<file path="config.mk">
export PLATFORM = sky130hd
export DESIGN_NAME = hilo_unit
export DESIGN_NICKNAME = d
export VERILOG_FILES = /design/src/rtl/hilo_unit.sv
export SDC_FILE = /design/constraint.sdc
export NUM_CORES = 1
export LEC_CHECK = 0
export CAP_MARGIN = 20
export CORE_MARGIN = 4
export CORE_UTILIZATION = 40
export CTS_CLUSTER_DIAMETER = 60
export DETAILED_ROUTE_END_ITERATION = 6
export PLACE_DENSITY = 0.81
export SYNTH_ARGS = -nofsm -noshare
export SYNTH_HDL_FRONTEND = slang
export SYNTH_SLANG_ARGS = --single-unit
export TNS_END_PERCENT = 5
</file>
<file path="constraint.sdc">
create_clock -name clk -period 5.46 [get_ports clk]
set_clock_uncertainty 0.1 [all_clocks]
set_input_delay 1.092 -clock clk [delete_from_list [all_inputs] [get_ports clk]]
set_output_delay 1.092 -clock clk [all_outputs]
set_load 0.01 [all_outputs]
</file>
<file path="src/rtl/hilo_unit.sv">
// Architectural HI/LO register owner: holds MULT/DIV results pending for a fixed
// latency, serves MTHI/MTLO writes and MFHI/MFLO reads, and stalls conflicting ops.
module hilo_unit #(
    parameter int unsigned MULT_LAT = 4,
    parameter int unsigned DIV_LAT  = 12,
    parameter int unsigned CNT_W    = 5
) (
    input  logic        clk,
    input  logic        reset,
    input  logic        clk_enable,
    input  logic [2:0]  op,
    input  logic [31:0] alu_hi,
    input  logic [31:0] alu_lo,
    input  logic        div_zero,
    input  logic [31:0] rs_data,
    output logic [31:0] read_data,
    output logic        stall,
    output logic        busy,
    output logic [31:0] hi_q,
    output logic [31:0] lo_q
);

    localparam logic [2:0] OP_NONE = 3'd0;
    localparam logic [2:0] OP_MULT = 3'd1;
    localparam logic [2:0] OP_DIV  = 3'd2;
    localparam logic [2:0] OP_MTHI = 3'd3;
    localparam logic [2:0] OP_MTLO = 3'd4;
    localparam logic [2:0] OP_MFHI = 3'd5;
    localparam logic [2:0] OP_MFLO = 3'd6;

    localparam logic [CNT_W-1:0] MULT_CNT = CNT_W'(MULT_LAT - 1);
    localparam logic [CNT_W-1:0] DIV_CNT  = CNT_W'(DIV_LAT - 1);

    typedef enum logic {
        ST_IDLE = 1'b0,
        ST_BUSY = 1'b1
    } state_t;

    state_t            state_q;
    logic              busy_q;
    logic [CNT_W-1:0]  count_q;
    logic [31:0]       pend_hi_q;
    logic [31:0]       pend_lo_q;
    logic              pend_valid_q;
    logic              hilo_op_s;
    logic              accept_s;

    assign busy = busy_q;

    // Stall decode and MFHI/MFLO read mux
    always_comb begin
        hilo_op_s = 1'b0;
        read_data = 32'd0;
        case (op)
            OP_MULT, OP_DIV, OP_MTHI, OP_MTLO, OP_MFHI, OP_MFLO: hilo_op_s = 1'b1;
            default:                                            hilo_op_s = 1'b0;
        endcase
        stall    = busy_q && hilo_op_s;
        accept_s = clk_enable && !stall;
        if (!stall && op == OP_MFHI) begin
            read_data = hi_q;
        end else if (!stall && op == OP_MFLO) begin
            read_data = lo_q;
        end else begin
            read_data = 32'd0;
        end
    end

    // HI/LO state machine: issue, countdown, commit
    always_ff @(posedge clk) begin
        if (reset) begin
            state_q      <= ST_IDLE;
            busy_q       <= 1'b0;
            count_q      <= '0;
            pend_hi_q    <= 32'd0;
            pend_lo_q    <= 32'd0;
            pend_valid_q <= 1'b0;
            hi_q         <= 32'd0;
            lo_q         <= 32'd0;
        end else if (clk_enable) begin
            case (state_q)
                ST_IDLE: begin
                    if (accept_s && (op == OP_MULT || op == OP_DIV)) begin
                        pend_hi_q    <= alu_hi;
                        pend_lo_q    <= alu_lo;
                        pend_valid_q <= !(op == OP_DIV && div_zero);
                        count_q      <= (op == OP_MULT) ? MULT_CNT : DIV_CNT;
                        state_q      <= ST_BUSY;
                        busy_q       <= 1'b1;
                    end else if (accept_s && op == OP_MTHI) begin
                        hi_q <= rs_data;
                    end else if (accept_s && op == OP_MTLO) begin
                        lo_q <= rs_data;
                    end
                end
                ST_BUSY: begin
                    // Countdown reaches zero after LAT-1 edges; the next edge commits
                    if (count_q != '0) begin
                        count_q <= count_q - {{(CNT_W-1){1'b0}}, 1'b1};
                    end else begin
                        if (pend_valid_q) begin
                            hi_q <= pend_hi_q;
                            lo_q <= pend_lo_q;
                        end
                        pend_valid_q <= 1'b0;
                        state_q      <= ST_IDLE;
                        busy_q       <= 1'b0;
                    end
                end
                default: begin
                    state_q <= ST_IDLE;
                    busy_q  <= 1'b0;
                end
            endcase
        end
    end

endmodule

</file>
==> results by group, run 1 <==
Setup path
  – Slowest-stage cell, CP: clkdlybuf4s50_1
  – WP data arrival: 3.46 ns
  – Max FO, Critical Path: 18
  – Peak per-stage delay on the critical path: 0.60 ns
  – Cell Chain, Critical Path: clkdlybuf4s50_1, nand2b_1, nor2_4, buf_4, a22o_1, clkdlybuf4s50_1
  – Crit path max-delay family: buffers and inverters
  – Startpoint types: input pin
  – Nature of the critical path endpoint: output pin
  – Worst Path Required: 4.27 ns
  – Most used cell, CP: clkdlybuf4s50_1
  – Critical path buffers and inverters: 3
  – Critical path class: in2out

Floorplanning
  – Core area: 0.0145 sq mm
  – Die X-Extent: 129 um
  – Std-Cell Rows: 44
  – Boundary Pins: 201
  – DIE HEIGHT: 129 um
  – Initial Utilization: 40.8%
  – Full die area: 0.0168 sq mm

Clock network
  – Sink Count: 136
  – TritonCTS clock tree: built
  – Skew-Pair Late Insertion Delay: 0.41 ns
  – H-tree Lvls: 4
  – Max clock buf depth: 2
  – Gates resized, CTS repair: 0
  – CTS Buf Count: 17
  – Post-CTS Setup Inserts: 0
  – Clock Tree Root: clkbuf_16
  – CTS clock-pin slew for the worst setup and hold paths: 0.06 ns
  – Hold Buf Count CTS: 0

Route
  – Detail Route Antenna Nets: 0
  – First-pass iteration count of the detailed router: 5
  – Residual DRC: 0
  – Starting DRT DRC Count: 352
  – Via Count: 5814
  – DR WL/cell: 17.1 um
  – Final wirelength: 18300 um
  – Drt via density: 5.44

Power and ir drop
  – Worst vdd ir: 209 uV
  – Leakage power: 2.88 nW
  – Cell Pwr Density: 307 mW/mm^2

Logic synthesis
  – Share of synthesized registers carrying an async set or reset: 0%
  – Syn nets: 815
  – Post-synth EDFFs: 0
  – Area contributors post-synth: dfxtp_1, a21oi_1, nand2_1
  – Dominant cell type by area after synthesis: dfxtp_1
  – Main synth FF type: dfxtp_1
  – Sequential share of the synthesized area: 46.1%
  – Yosys reg bits: 136
  – Mapped Area: 0.00590 sq mm
  – Yosys synthesis warning count: 0
  – Synth unique cells: 39
  – Mapped Cells: 710
  – Area share of the largest cell type after synthesis: 46.1%
  – Mean Syn Cell Area: 8.31 sq um

Layout
  – Layout Nets: 976
  – Design Area, Final: 0.00862 sq mm
  – Leading cell types in the layout, fill and taps excluded: clkdlybuf4s50_1, a21oi_1, dfxtp_1, nand2_1, a211oi_1
  – N_diodes: 0
  – FILL cells: 1274
  – P&R area growth vs syn: 46.1%
  – Share of layout cells above drive strength 1: 7.35%
  – Commonest non-fill, non-tap cell in the layout: clkdlybuf4s50_1
  – Final Core Density: 59.6%

Timing
  – Final period util: 85.2%
  – Post-Route Setup TNS: 0 ns
  – Max Slew Vio Count: 0
  – Max Fclk: 215 MHz
  – Normalized max-slew margin: 38.9%
  – RSZ-0062 raised after global routing: no
  – Fin. Hold Viols: 0
  – Setup Viol. Count Final: 0
  – Worst Hold Slack: 0.353 ns
  – Slew of the pin with the lowest slew margin: 0.916 ns
  – Fin crit period: 4.65 ns

Place
  – Buffers on Ports: 200
  – DP HPWL: 11700 um
  – Area after DPL: 0.00792 sq mm
  – Gpl congestion: 0.794

Global routing
  – Gr ovfl total: 0
  – Vias in the first global route: 5397
  – GRT Util Overall: 21.2%
  – Largest net degree at the start of global routing: 109
  – Global-route wire length before repair: 28300 um
  – Antenna violations before repair: 0

Run status
  – Outcome: complete, no violations

Job
  – Max Cap Viol: 0

Hold path
  – Hold Path Class: reg2reg
-- logic make-up after synthesis --
logic type | after synthesis | share of synthesized area, %
buf+inv | 73 | 5.96
xor+xnor | 3 | 0.445
fa+ha+maj | 2 | 0.424
simple gates | 195 | 15.3
compound gates | 301 | 31.7
flops | 136 | 46.1
-- synthesized netlist by cell type, types with 2 or more instances --
| library cell | number |
|---|---|
| a21oi_1 | 195 |
| dfxtp_1 | 136 |
| nand2_1 | 131 |
| a211oi_1 | 57 |
| clkbuf_1 | 39 |
| nor2b_1 | 33 |
| a22o_1 | 32 |
| buf_2 | 17 |
| buf_4 | 9 |
| a211oi_2 | 8 |
| nor3_1 | 5 |
| and2_1 | 4 |
| buf_6 | 3 |
| inv_1 | 3 |
| nand2b_1 | 3 |
| nor2_1 | 3 |
| nor3b_1 | 3 |
| and3_1 | 2 |
| buf_1 | 2 |
| ha_1 | 2 |
| nand3_1 | 2 |
| o22ai_2 | 2 |
| or4b_4 | 2 |
| xor2_1 | 2 |
-- worst paths after layout --
check	from	end	slack, ns	cells after the start
setup / recovery	op[2]	read_data[20]	0.81	6
hold / removal	pend_lo_q[8]	pend_lo_q[8]	0.35	2
setup reg to reg	state_q	lo_q[20]	2.16	6
hold reg to reg	pend_lo_q[8]	pend_lo_q[8]	0.35	2
-- metrics by stage --
stage	cells	power (mW)	worst slack, ns
detailed placement	1035	1.37	0.824
global route	1068	2.73	0.676
CTS	1067	2.66	0.818
floorplan	710	1.23	2.12
global placement	1035	1.37	0.871
finish	1068	2.65	0.807
-- worst min-delay path, delay by kind of cell, from the launching register on --
family           cells  cell delay, ns
flip-flops           1            0.31
AND/OR/NAND/NOR      1            0.05
AO/OA/AOI/OAI        1            0.05
-- where the power goes --
| part | leakage, nW | internal [mW] | total, mW | switching, mW |
|---|---|---|---|---|
| Sequential | 1.10 | 1.03 | 1.05 | 0.0277 |
| Clock | 0.327 | 0.859 | 1.29 | 0.428 |
| Combinational | 1.46 | 0.148 | 0.304 | 0.156 |
-- area by class of cell --
cell class                 count  area [sq um]  share of cell area (%)
multi-input combinational    501          2860                    33.2
clock buffer                  20           478                    5.54
timing repair buffer         212          2120                    24.6
inverter                       3          11.3                   0.131
sequential                   136          2730                    31.6
tap                          184           230                    2.67
clock inverter                12           194                    2.25
-- registers in the layout, summed over array words and instances, names as in the netlist --
signal and cells:
hi_q 32, lo_q 32, pend_hi_q 32, pend_lo_q 32, count_q 5, busy 1, pend_valid_q 1, state_q 1
-- per-layer routing --
layer | global-route usage (%) | vias to the layer above | wire [um]
met5 | 0 | - | 0
met4 | 6.11 | 0 | 178
met2 | 33.9 | 194 | 8670
li1 | - | 2867 | -
met1 | 28.8 | 2737 | 8250
met3 | 4.99 | 16 | 1190
Note: power is estimated with default switching activity, not from simulation.
==> run 2, diff against run 1 <==
Settings changed: HOLD_SLACK_MARGIN set to 0.1, SKIP_LAST_GASP set to 1.
==> results of run 2 <==
Final layout, timing and power as in run 1 (identical DEF).
==> run 3, diff against run 2 <==
Settings changed: CTS_CLUSTER_DIAMETER 60 to not set.
==> results of run 3 <==
Final layout, timing and power as in run 1 (identical DEF).
